<file path="src/rtl/seg_scan_pkg.sv">
// rtl/seg_scan_pkg.sv - shared constants, segment table and FSM state type for seg_scan_ctrl
package seg_scan_pkg;

    localparam logic [6:0] SEG_OFF = 7'b0000000;

    // Segment order a..g maps to bit 6..0; entries 10-15 are hex glyphs the controller blanks.
    localparam logic [15:0][6:0] SEG_LUT = {
        7'b1000111, 7'b1001111, 7'b0111101, 7'b1001110,
        7'b0011111, 7'b1110111, 7'b1111011, 7'b1111111,
        7'b1110000, 7'b1011111, 7'b1011011, 7'b0110011,
        7'b1111001, 7'b1101101, 7'b0110000, 7'b1111110
    };

    typedef enum logic [1:0] {
        IDLE = 2'd0,
        SHOW = 2'd1,
        GAP  = 2'd2
    } state_e;

    function automatic logic [6:0] seg_lut(input logic [3:0] nibble);
        return SEG_LUT[nibble];
    endfunction

endpackage

</file>
<file path="src/rtl/bcd_7_seg.sv">
// rtl/bcd_7_seg.sv - combinational BCD/hex nibble to 7-segment pattern decoder
module bcd_7_seg
    import seg_scan_pkg::*;
(
    input  logic [3:0] bcd,
    output logic [6:0] seg
);

    assign seg = seg_lut(bcd);

endmodule

</file>
<file path="src/rtl/seg_scan_ctrl.sv">
// rtl/seg_scan_ctrl.sv - multiplexed common-anode 7-segment scan controller; SEG_SCAN_LZB_EN enables leading-zero blanking
module seg_scan_ctrl
    import seg_scan_pkg::*;
#(
    parameter int          NUM_DIGITS = 4,
    parameter logic [15:0] DIV        = 16'd50000,
    parameter logic [15:0] BLANK_CYC  = 16'd1000
) (
    input  logic                          clk,
    input  logic                          rst,
    input  logic                          enable,
    input  logic                          load,
    input  logic [4*NUM_DIGITS-1:0]       value,
    output logic [6:0]                    seg,
    output logic [NUM_DIGITS-1:0]         an,
    output logic [$clog2(NUM_DIGITS)-1:0] digit_idx,
    output logic                          frame_done
);

    localparam int              DW         = $clog2(NUM_DIGITS);
    localparam int              VW         = 4 * NUM_DIGITS;
    localparam logic [DW-1:0]   LAST_DIGIT = DW'(NUM_DIGITS - 1);
    localparam logic [15:0]     SHOW_LAST  = DIV - BLANK_CYC - 16'd1;
    localparam logic [15:0]     GAP_LAST   = BLANK_CYC - 16'd1;

    state_e                  state_q, state_d;
    logic [15:0]             cnt_q, cnt_d;
    logic [DW-1:0]           digit_q, digit_d;
    logic                    fd_q, fd_d;
    logic [NUM_DIGITS-1:0]   an_q, an_d;
    logic [6:0]              seg_q, seg_d;
    logic [VW-1:0]           shadow_q, shadow_d;
    logic [VW-1:0]           active_q, active_d;
    logic                    pending_q, pending_d;
    logic                    copy;
    logic [3:0]              cur_nib;
    logic [6:0]              dec_seg;
    logic                    lit;

    always_comb begin
        state_d = state_q;
        cnt_d   = cnt_q;
        digit_d = digit_q;
        fd_d    = 1'b0;
        copy    = 1'b0;
        if (!enable) begin
            state_d = IDLE;
            cnt_d   = 16'd0;
            digit_d = '0;
        end else begin
            case (state_q)
                IDLE: begin
                    state_d = SHOW;
                    cnt_d   = 16'd0;
                    digit_d = '0;
                    copy    = 1'b1;
                end
                SHOW: begin
                    if (cnt_q == SHOW_LAST) begin
                        state_d = GAP;
                        cnt_d   = 16'd0;
                    end else begin
                        cnt_d = cnt_q + 16'd1;
                    end
                end
                GAP: begin
                    if (cnt_q == GAP_LAST) begin
                        state_d = SHOW;
                        cnt_d   = 16'd0;
                        if (digit_q == LAST_DIGIT) begin
                            digit_d = '0;
                            fd_d    = 1'b1;
                            copy    = 1'b1;
                        end else begin
                            digit_d = digit_q + DW'(1);
                        end
                    end else begin
                        cnt_d = cnt_q + 16'd1;
                    end
                end
                default: begin
                    state_d = IDLE;
                    cnt_d   = 16'd0;
                    digit_d = '0;
                end
            endcase
        end
    end

    // A load coinciding with the frame-boundary copy lands in shadow and stays pending.
    always_comb begin
        shadow_d  = shadow_q;
        active_d  = active_q;
        pending_d = pending_q;
        if (copy && pending_q) begin
            active_d  = shadow_q;
            pending_d = 1'b0;
        end
        if (load) begin
            shadow_d  = value;
            pending_d = 1'b1;
        end
    end

    always_comb begin
        cur_nib = active_d[4*int'(digit_d) +: 4];
    end

    bcd_7_seg u_dec (
        .bcd (cur_nib),
        .seg (dec_seg)
    );

`ifdef SEG_SCAN_LZB_EN
    logic higher_nz;

    always_comb begin
        higher_nz = 1'b0;
        for (int k = 0; k < NUM_DIGITS; k++) begin
            if (k > int'(digit_d) && active_d[4*k +: 4] != 4'd0) begin
                higher_nz = 1'b1;
            end
        end
        lit = (cur_nib <= 4'd9) && (cur_nib != 4'd0 || digit_d == '0 || higher_nz);
    end
`else
    always_comb begin
        lit = (cur_nib <= 4'd9);
    end
`endif

    // Outputs are computed from next-state values so they change on the transition edge.
    always_comb begin
        an_d  = '1;
        seg_d = SEG_OFF;
        if (state_d == SHOW) begin
            an_d[digit_d] = 1'b0;
            if (lit) begin
                seg_d = dec_seg;
            end
        end
    end

    always_ff @(posedge clk or posedge rst) begin
        if (rst) begin
            state_q   <= IDLE;
            cnt_q     <= 16'd0;
            digit_q   <= '0;
            fd_q      <= 1'b0;
            an_q      <= '1;
            seg_q     <= SEG_OFF;
            shadow_q  <= '0;
            active_q  <= '0;
            pending_q <= 1'b0;
        end else begin
            state_q   <= state_d;
            cnt_q     <= cnt_d;
            digit_q   <= digit_d;
            fd_q      <= fd_d;
            an_q      <= an_d;
            seg_q     <= seg_d;
            shadow_q  <= shadow_d;
            active_q  <= active_d;
            pending_q <= pending_d;
        end
    end

    assign seg        = seg_q;
    assign an         = an_q;
    assign digit_idx  = digit_q;
    assign frame_done = fd_q;

endmodule

</file>
<file path="config.mk">
export PLATFORM = sky130hd
export DESIGN_NAME = seg_scan_ctrl
export DESIGN_NICKNAME = d
export VERILOG_FILES = /design/src/rtl/seg_scan_pkg.sv /design/src/rtl/bcd_7_seg.sv /design/src/rtl/seg_scan_ctrl.sv
export SDC_FILE = /design/constraint.sdc
export NUM_CORES = 1
export LEC_CHECK = 0
export ABC_CLOCK_PERIOD_IN_PS = 2900
export CAP_MARGIN = 25
export CORE_ASPECT_RATIO = 0.8
export CORE_MARGIN = 1.5
export CORE_UTILIZATION = 50
export CTS_CLUSTER_DIAMETER = 200
export CTS_CLUSTER_SIZE = 25
export DETAILED_ROUTE_END_ITERATION = 8
export GPL_TIMING_DRIVEN = 1
export PLACE_DENSITY = 0.74
export SLEW_MARGIN = 20
export SYNTH_ARGS = -nofsm -noshare
export SYNTH_HDL_FRONTEND = slang
export SYNTH_SLANG_ARGS = --single-unit
export TNS_END_PERCENT = 20
</file>
<file path="constraint.sdc">
create_clock -name clk -period 2.9 [get_ports clk]
set_input_delay 0.87 -clock clk [delete_from_list [all_inputs] [get_ports clk]]
set_output_delay 0.87 -clock clk [all_outputs]
set_load 0.005 [all_outputs]
</file>
==> out/summary.md, run 1 <==
The tools report the post-detailed-route count of antenna-violating nets as 0. TritonCTS built the clock tree. The logs give -41.6 ps for the final setup slack of the worst path and 496 for the final cell count without fillers. The half-perimeter wire length after detailed placement was 5.81 mm. The worst ir drop on vdd was 0.490 mV; the synthesized cell area was 3410 um^2.

Clock latency on the worst-skew pair, taken at its later pin, is 350 ps. The worst setup path is of the in2reg kind. The dominant cell type by area after synthesis was dfrtp_1. The last weighted congestion value of the routability-driven placer was 0.881; the number of global-route vias before repair was 2631. The period utilization was 1.01. The cell count after synthesis came out at 313. The number of antenna violations at the first check in global routing is 0. The pre-antenna-repair detailed-routing pass consisted of 4 iterations. Registers take 1630 um^2. The clock skew came out at 18.0 ps.

For the final total negative setup slack, the log shows -97.4 ps. The combined buffer and inverter count along the critical path was 3. The path class of the tightest hold or removal check is reg2reg.

Input and output buffers added on the ports amount to 33. The die span in x is 95.3 um. The share of flip-flops with an asynchronous set or reset works out to 1.00.

The measured slew at the worst slew-check pin came out at 700 ps. For this run, the number of Yosys warnings is 0. The worst endpoint data arrival time was 3220 ps; the top fanout value on the critical path was 14. Yosys mapped the design onto 66 distinct sky130hd cell types. The relative max-transition margin was 0.532. The run gives 0.526 as the starting density of the core. The die is 76.8 um tall. After clock tree synthesis, the clock-pin slew on the worst setup and hold paths is 90 ps.

The run gives 6470 um^2 as the area of the core. In this design, the stage delay of the slowest critical-path cell is 290 ps. 0 antenna diodes ended up in the layout. The most used flip-flop cell after synthesis is dfrtp_1. The clock net sink count was 65; the pre-CTS setup slack was -746 ps. The floorplan has 26 rows.

Maximum clock rate: 0.340 GHz. Summing all multi-input logic gate instances after layout gives 1780 um^2. The cell at the root of the clock tree is clkbuf_8. The via count normalized by instance count was 5.49; the number of endpoints failing setup at the final stage was 4. The tools report the aggregate routed wire length as 8.00 mm.

The mean cell area of the mapped netlist is 10.9 um^2, and the global-route wire length before repair is 13.0 mm. The number of filler cells placed in the layout came out at 451. In the post-synthesis netlist, the biggest area contributors are dfrtp_1, mux2_2, ha_1. The fraction of final layout cells sized beyond drive strength 1 was 0.367; the post-synthesis sequential area ratio was 0.479. The count of H-tree levels built during CTS was 3; the number of placed I/O pins was 34.

The worst-case clock buffer depth was 2; the count of final hold-check violations was 0. The power per cell area is 555 nW/um^2. For this run the aggregate overflow at the end of global routing stands at 0.

The category of cells accounting for the largest share of critical-path delay was compound AO/OA/AOI/OAI gates. The final reports fail on negative setup slack. The required time of the worst setup path was 3170 ps; the number of DRC markers after the initial detailed-route iteration was 165.

For the total vias in the final route, the log shows 2721. The run finished, with violations left. The slowest stage of the critical path belongs to the cell dlygate4sd2_1. Walking the worst path, the cells encountered are dlygate4sd2_1 -> nand3_1 -> o21a_1 -> buf_12 -> mux2i_4 -> o22ai_2 -> a221oi_4 -> ha_2 -> inv_2 -> a2111oi_4 -> a41oi_1 -> a31oi_1.

The logs give 7320 um^2 for the die outline area and 479 for the cell count after placement. The top cell types in the final layout, fill and taps aside, are dfrtp_1, buf_4, nand2_1. The worst setup path is captured at a flip-flop. Entering global routing, the biggest net connects 31 pins. Leakage component of the power: 2.02 nW. For this run, the post-layout net count is 439. The area share of the largest cell type after synthesis was 0.448. The logs give 0.717 for the final design utilization and 0 for the final max-slew violation count.

From synthesis to final layout, the design area changed by 36.1%. Counting the buffers created by CTS gives 9. The routed wire length per instance was 16.1 um. Most common cell after layout, fill and taps aside: dfrtp_1. The number of remaining DRC errors was 0; the number of flops mapped to enable cells by yosys was 0. For the max capacitance violation total, the log shows 0. STA classifies the critical path startpoint as an input pin.

Setup repair after global routing could not meet its margin everywhere. For the global router's overall resource usage, the log shows 0.233. For the synthesized netlist net count, the log shows 345. The flop and latch count out of synthesis was 65.

The minimum clock period was 2940 ps.
[repair_timing]
action / CTS / global route
hold buffers: 0 / 0
buffers inserted: 1 / 0
gates cloned: 0 / 0
endpoints found under the setup margin: 7 / 7
pin swaps: 5 / 7
endpoints found under the hold margin: 0 / 0
gates resized for setup: 11 / 12
[cell usage after synthesis (3+ instances only)]
| master | instances |
|---|---|
| dfrtp_1 | 61 |
| nand2_1 | 37 |
| nor2_1 | 27 |
| inv_1 | 20 |
| mux2_2 | 19 |
| nand3_1 | 13 |
| ha_1 | 12 |
| mux2i_1 | 9 |
| a21oi_1 | 8 |
| o21ai_0 | 8 |
| xnor2_1 | 7 |
| xor2_1 | 7 |
| buf_6 | 6 |
| dfstp_2 | 4 |
| nand4_1 | 4 |
| o22ai_1 | 4 |
| or2_2 | 4 |
| or3_1 | 4 |
| nor3_1 | 3 |
[registers in the layout (all words and copies together), names as in the netlist]
signal and count:
seg 7, digit_idx 2, pending_q 1, an 4, shadow_q 16, frame_done 1
cnt_q 16, state_q 2, active_q 16
[tightest hold or removal path, cell delays in order, from the launching register on]
cell and delay, ps:
dfrtp_1 350, nand2_1 50, nand2_1 50
[per-stage QoR]
step,hold slack (ps),area (um^2),power [mW]
after floorplan,438,3460,1.47
after global placement,466,4310,1.72
after detailed placement,474,4310,1.75
after CTS,492,4580,2.56
after global routing,522,4640,2.70
final,488,4640,2.57
[cell type report]
type | count | area share
clock buffers | 9 | 0.0267
clock inverters | 7 | 0.0170
inverters | 20 | 0.0162
multi-input cells | 218 | 0.384
flip-flops and latches | 65 | 0.352
well taps | 84 | 0.0227
repair buffers | 93 | 0.181
[power breakdown]
part,total [mW],internal (mW),switching [mW]
registers,1.08,1.02,0.0594
clock network,0.788,0.404,0.384
logic,0.706,0.366,0.340
[path summary, 6_finish.rpt]
path | startpoint | to | slack [ps] | cells past startpoint
worst max-delay path | enable | seg[6]$_DFF_PP0_ | -40 | 12
worst min-delay path | active_q[10]$_DFF_PP0_ | active_q[10]$_DFF_PP0_ | 490 | 2
worst max register to register | cnt_q[0]$_DFF_PP0_ | seg[6]$_DFF_PP0_ | 10 | 15
worst min register to register | active_q[10]$_DFF_PP0_ | active_q[10]$_DFF_PP0_ | 490 | 2
max in group asynchronous | rst | an[3]$_DFF_PP1_ | 1430 | 3
min in group asynchronous | rst | shadow_q[2]$_DFFE_PP0P_ | 860 | 2
[routing by layer]
| layer | vias up | share of wire | GRT usage |
|---|---|---|---|
| met3 | 10 | 0.058 | 0.0635 |
| met1 | 1330 | 0.48 | 0.350 |
| li1 | 1294 | - | - |
| met2 | 87 | 0.45 | 0.330 |
| met5 | - | 0 | 0 |
| met4 | 0 | 0.013 | 0.0567 |
[cell families after synthesis]
logic type      count (synthesis)  share of synthesized area
buf+inv                        30                     0.0474
compound gates                 50                      0.119
mux                            30                     0.0977
fa+ha+maj                      12                     0.0441
flops                          65                      0.479
xor+xnor                       14                     0.0360
simple gates                  112                      0.177
(Power assumes the default switching activity.)
==> run 2: changes to the inputs <==
--- a/config.mk
+++ b/config.mk
@@ -8,13 +8,13 @@
 export ABC_CLOCK_PERIOD_IN_PS = 2900
 export CAP_MARGIN = 25
 export CORE_ASPECT_RATIO = 0.8
-export CORE_MARGIN = 1.5
+export CORE_MARGIN = 2
 export CORE_UTILIZATION = 50
 export CTS_CLUSTER_DIAMETER = 200
 export CTS_CLUSTER_SIZE = 25
 export DETAILED_ROUTE_END_ITERATION = 8
 export GPL_TIMING_DRIVEN = 1
-export PLACE_DENSITY = 0.74
+export PLACE_DENSITY_LB_ADDON = 0.05
 export SLEW_MARGIN = 20
 export SYNTH_ARGS = -nofsm -noshare
 export SYNTH_HDL_FRONTEND = slang
==> out/summary.md, run 2 (synthesized netlist as in run 1, its figures left out) <==
The detailed-routing iteration count for the pre-antenna-repair pass was 4 (unchanged). The tools report the layout net count as 460 (was 439). Post-place instance area: 4320 um^2 (was 4310 um^2). The tools report the aggregate routed wire length as 8.06 mm (was 8.00 mm). Most frequent cells in the layout: buf_4, dfrtp_1, nand2_1 (was dfrtp_1, buf_4, nand2_1). The tools report the kind of capture point of the worst setup path as a flip-flop (unchanged). The top fanout value on the critical path was 4 (was 14).

Largest registers: active_q x16, cnt_q x16, shadow_q x16 (unchanged). The run finished, with violations left. The combinational share of power is 0.303 (was 0.274), and the count of input and output buffers is 33 (unchanged).

The max capacitance violation total came out at 0 (unchanged). The logs give 7500 um^2 (was 7320 um^2) for the die outline area and 66 (was 31) for the pin count of the biggest net entering global routing. The final design utilization was 0.739 (was 0.717). The number of buffers inserted during clock tree synthesis is 9 (unchanged).

The area growth from synthesis to layout works out to 41.0% (was 36.1%). The part of the total power dissipated in sequential elements is 0.425 (was 0.419), and the clock-pin slew on the worst setup and hold paths is 80 ps (was 90 ps). The power per cell area was 524 nW/um^2 (was 555 nW/um^2); the final total negative setup slack was -260 ps (was -97.4 ps). The run gives 516 (was 496) as the final cell count without fillers. The area of the core was 6510 um^2 (was 6470 um^2).

The tools report the launching element type of the critical path as a flip-flop (was an input pin). Setup repair after global routing could not meet its margin everywhere. The post-detailed-route count of antenna-violating nets was 0 (unchanged). The run gives 2750 (was 2721) as the total vias in the final route.

The logs give 0 (unchanged) for the number of antenna violations at the first check in global routing and 26 (unchanged) for the number of placement rows. Violated checks: negative setup slack (unchanged). The last weighted congestion value of the routability-driven placer was 0.875 (was 0.881); the relative max-transition margin was 0.528 (was 0.532). The height of the chip is 77.8 um (was 76.8 um), and the worst endpoint data arrival time is 3250 ps (was 3220 ps).

The critical path class is reg2reg (was in2reg). The run gives 0.761 mW (was 0.783 mW) as the switching component of the power. The maximum clock rate is 0.336 GHz (was 0.340 GHz), and the final worst hold slack is 498 ps (was 488 ps). The power after layout is 2.52 mW (was 2.57 mW). The required time of the worst setup path was 3170 ps (about the same). Antenna cell count: 0 (unchanged). Fraction of power spent switching nets: 0.302 (was 0.304). The clock net sink count was 65 (unchanged). The count of final hold-check violations is 0 (unchanged), and the routed wire length per instance is 15.6 um (was 16.1 um). The run gives 1.76 mW (was 1.79 mW) as the total internal power. The final setup slack of the worst path came out at -75.1 ps (was -41.6 ps). The run gives 34 (unchanged) as the number of placed I/O pins. The leakage component of the power was 2.09 nW (was 2.02 nW); the global router's overall resource usage was 0.231 (was 0.233). TritonCTS built the clock tree. The clock network latency to the later pin of the worst-skew pair was 350 ps (about the same). The global-route wire length before repair was 13.2 mm (was 13.0 mm); the clock skew was 13.3 ps (was 18.0 ps). The pre-CTS setup slack was -738 ps (was -746 ps). The worst-case clock buffer depth was 2 (unchanged). The final non-filler cell area was 4810 um^2 (was 4640 um^2); the half-perimeter wire length after detailed placement was 5.41 mm (was 5.81 mm). The measured slew at the worst slew-check pin is 706 ps (was 700 ps), and the worst ir drop on vdd is 0.493 mV (was 0.490 mV). The count of H-tree levels built during CTS is 3 (unchanged), and the minimum clock period is 2980 ps (was 2940 ps). The via count normalized by instance count was 5.33 (was 5.49); the starting density of the core was 0.524 (was 0.526).

The fraction of final layout cells sized beyond drive strength 1 was 0.421 (was 0.367). The logs give 0 (unchanged) for the aggregate global routing overflow and 117 (was 165) for the number of DRC markers after the initial detailed-route iteration. The die span in x is 96.3 um (was 95.3 um).

The part of the power in the clock network came out at 0.273 (was 0.306). The class of the tightest hold or removal check is reg2reg (unchanged). The period utilization was 1.03 (was 1.01). Number of endpoints failing setup at the final stage: 7 (was 4). Number of global-route vias before repair: 2734 (was 2631). The cell at the root of the clock tree is clkbuf_8 (unchanged). The final max-slew violation count is 0 (unchanged). The cell count after placement is 487 (was 479), and the number of remaining DRC errors is 0 (unchanged). Most common cell after layout, fill and taps aside: buf_4 (was dfrtp_1).
-- run 2: worst paths after layout --
path	startpoint	end	slack [ps]	cells past startpoint
hold reg to reg	active_q[10]$_DFF_PP0_	active_q[10]$_DFF_PP0_	500	2
hold / removal	active_q[10]$_DFF_PP0_	active_q[10]$_DFF_PP0_	500	2
min in group asynchronous	rst	active_q[3]$_DFF_PP0_	910	3
setup reg to reg	state_q[1]$_DFF_PP0_	seg[6]$_DFF_PP0_	-80	13
setup / recovery	state_q[1]$_DFF_PP0_	seg[6]$_DFF_PP0_	-80	13
max in group asynchronous	rst	an[3]$_DFF_PP1_	1670	3
-- run 2: worst max-delay path, stage by stage (launching register included) --
cell and delay, ps:
dfrtp_1 360, buf_4 140, clkinvlp_4 110, ha_4 310
nand3_1 130, nor2_2 180, mux2i_4 90, or3b_4 430
o22ai_4 190, a221oi_4 80, ha_4 200, buf_4 120
or3_4 380, a31oi_1 180
-- run 2: power groups by stage --
stage	Combinational [mW]	Clock [mW]	Sequential, mW
6_report	0.763	0.687	1.07
5_1_grt	0.832	0.741	1.08
4_1_cts	0.725	0.709	1.07
3_5_place_dp	0.658	0	1.08
3_3_place_gp	0.647	0	1.08
2_1_floorplan	0.395	0	1.08
-- run 2: per-layer routing --
| layer | GRT usage | vias up | share of wire |
|---|---|---|---|
| met4 | 0.0662 | 0 | 0.015 |
| met1 | 0.335 | 1320 | 0.48 |
| met3 | 0.0641 | 11 | 0.058 |
| li1 | - | 1333 | - |
| met2 | 0.338 | 86 | 0.45 |
| met5 | 0 | - | 0 |
-- run 2: final cells by class --
cell class	instances	area [um^2]
Clock inverter	4	28.8
Inverter	20	78.8
Sequential cell	65	1630
Clock buffer	11	141
Tap cell	84	105
Fill cell	464	1700
Timing Repair Buffer	114	963
Multi-Input combinational cell	218	1860
-- run 2: timing repair --
item	in CTS	in global routing
gates resized for setup	33	11
setup endpoints to repair	7	7
pin swaps	13	14
setup buffers	9	5
hold buffers	0	0
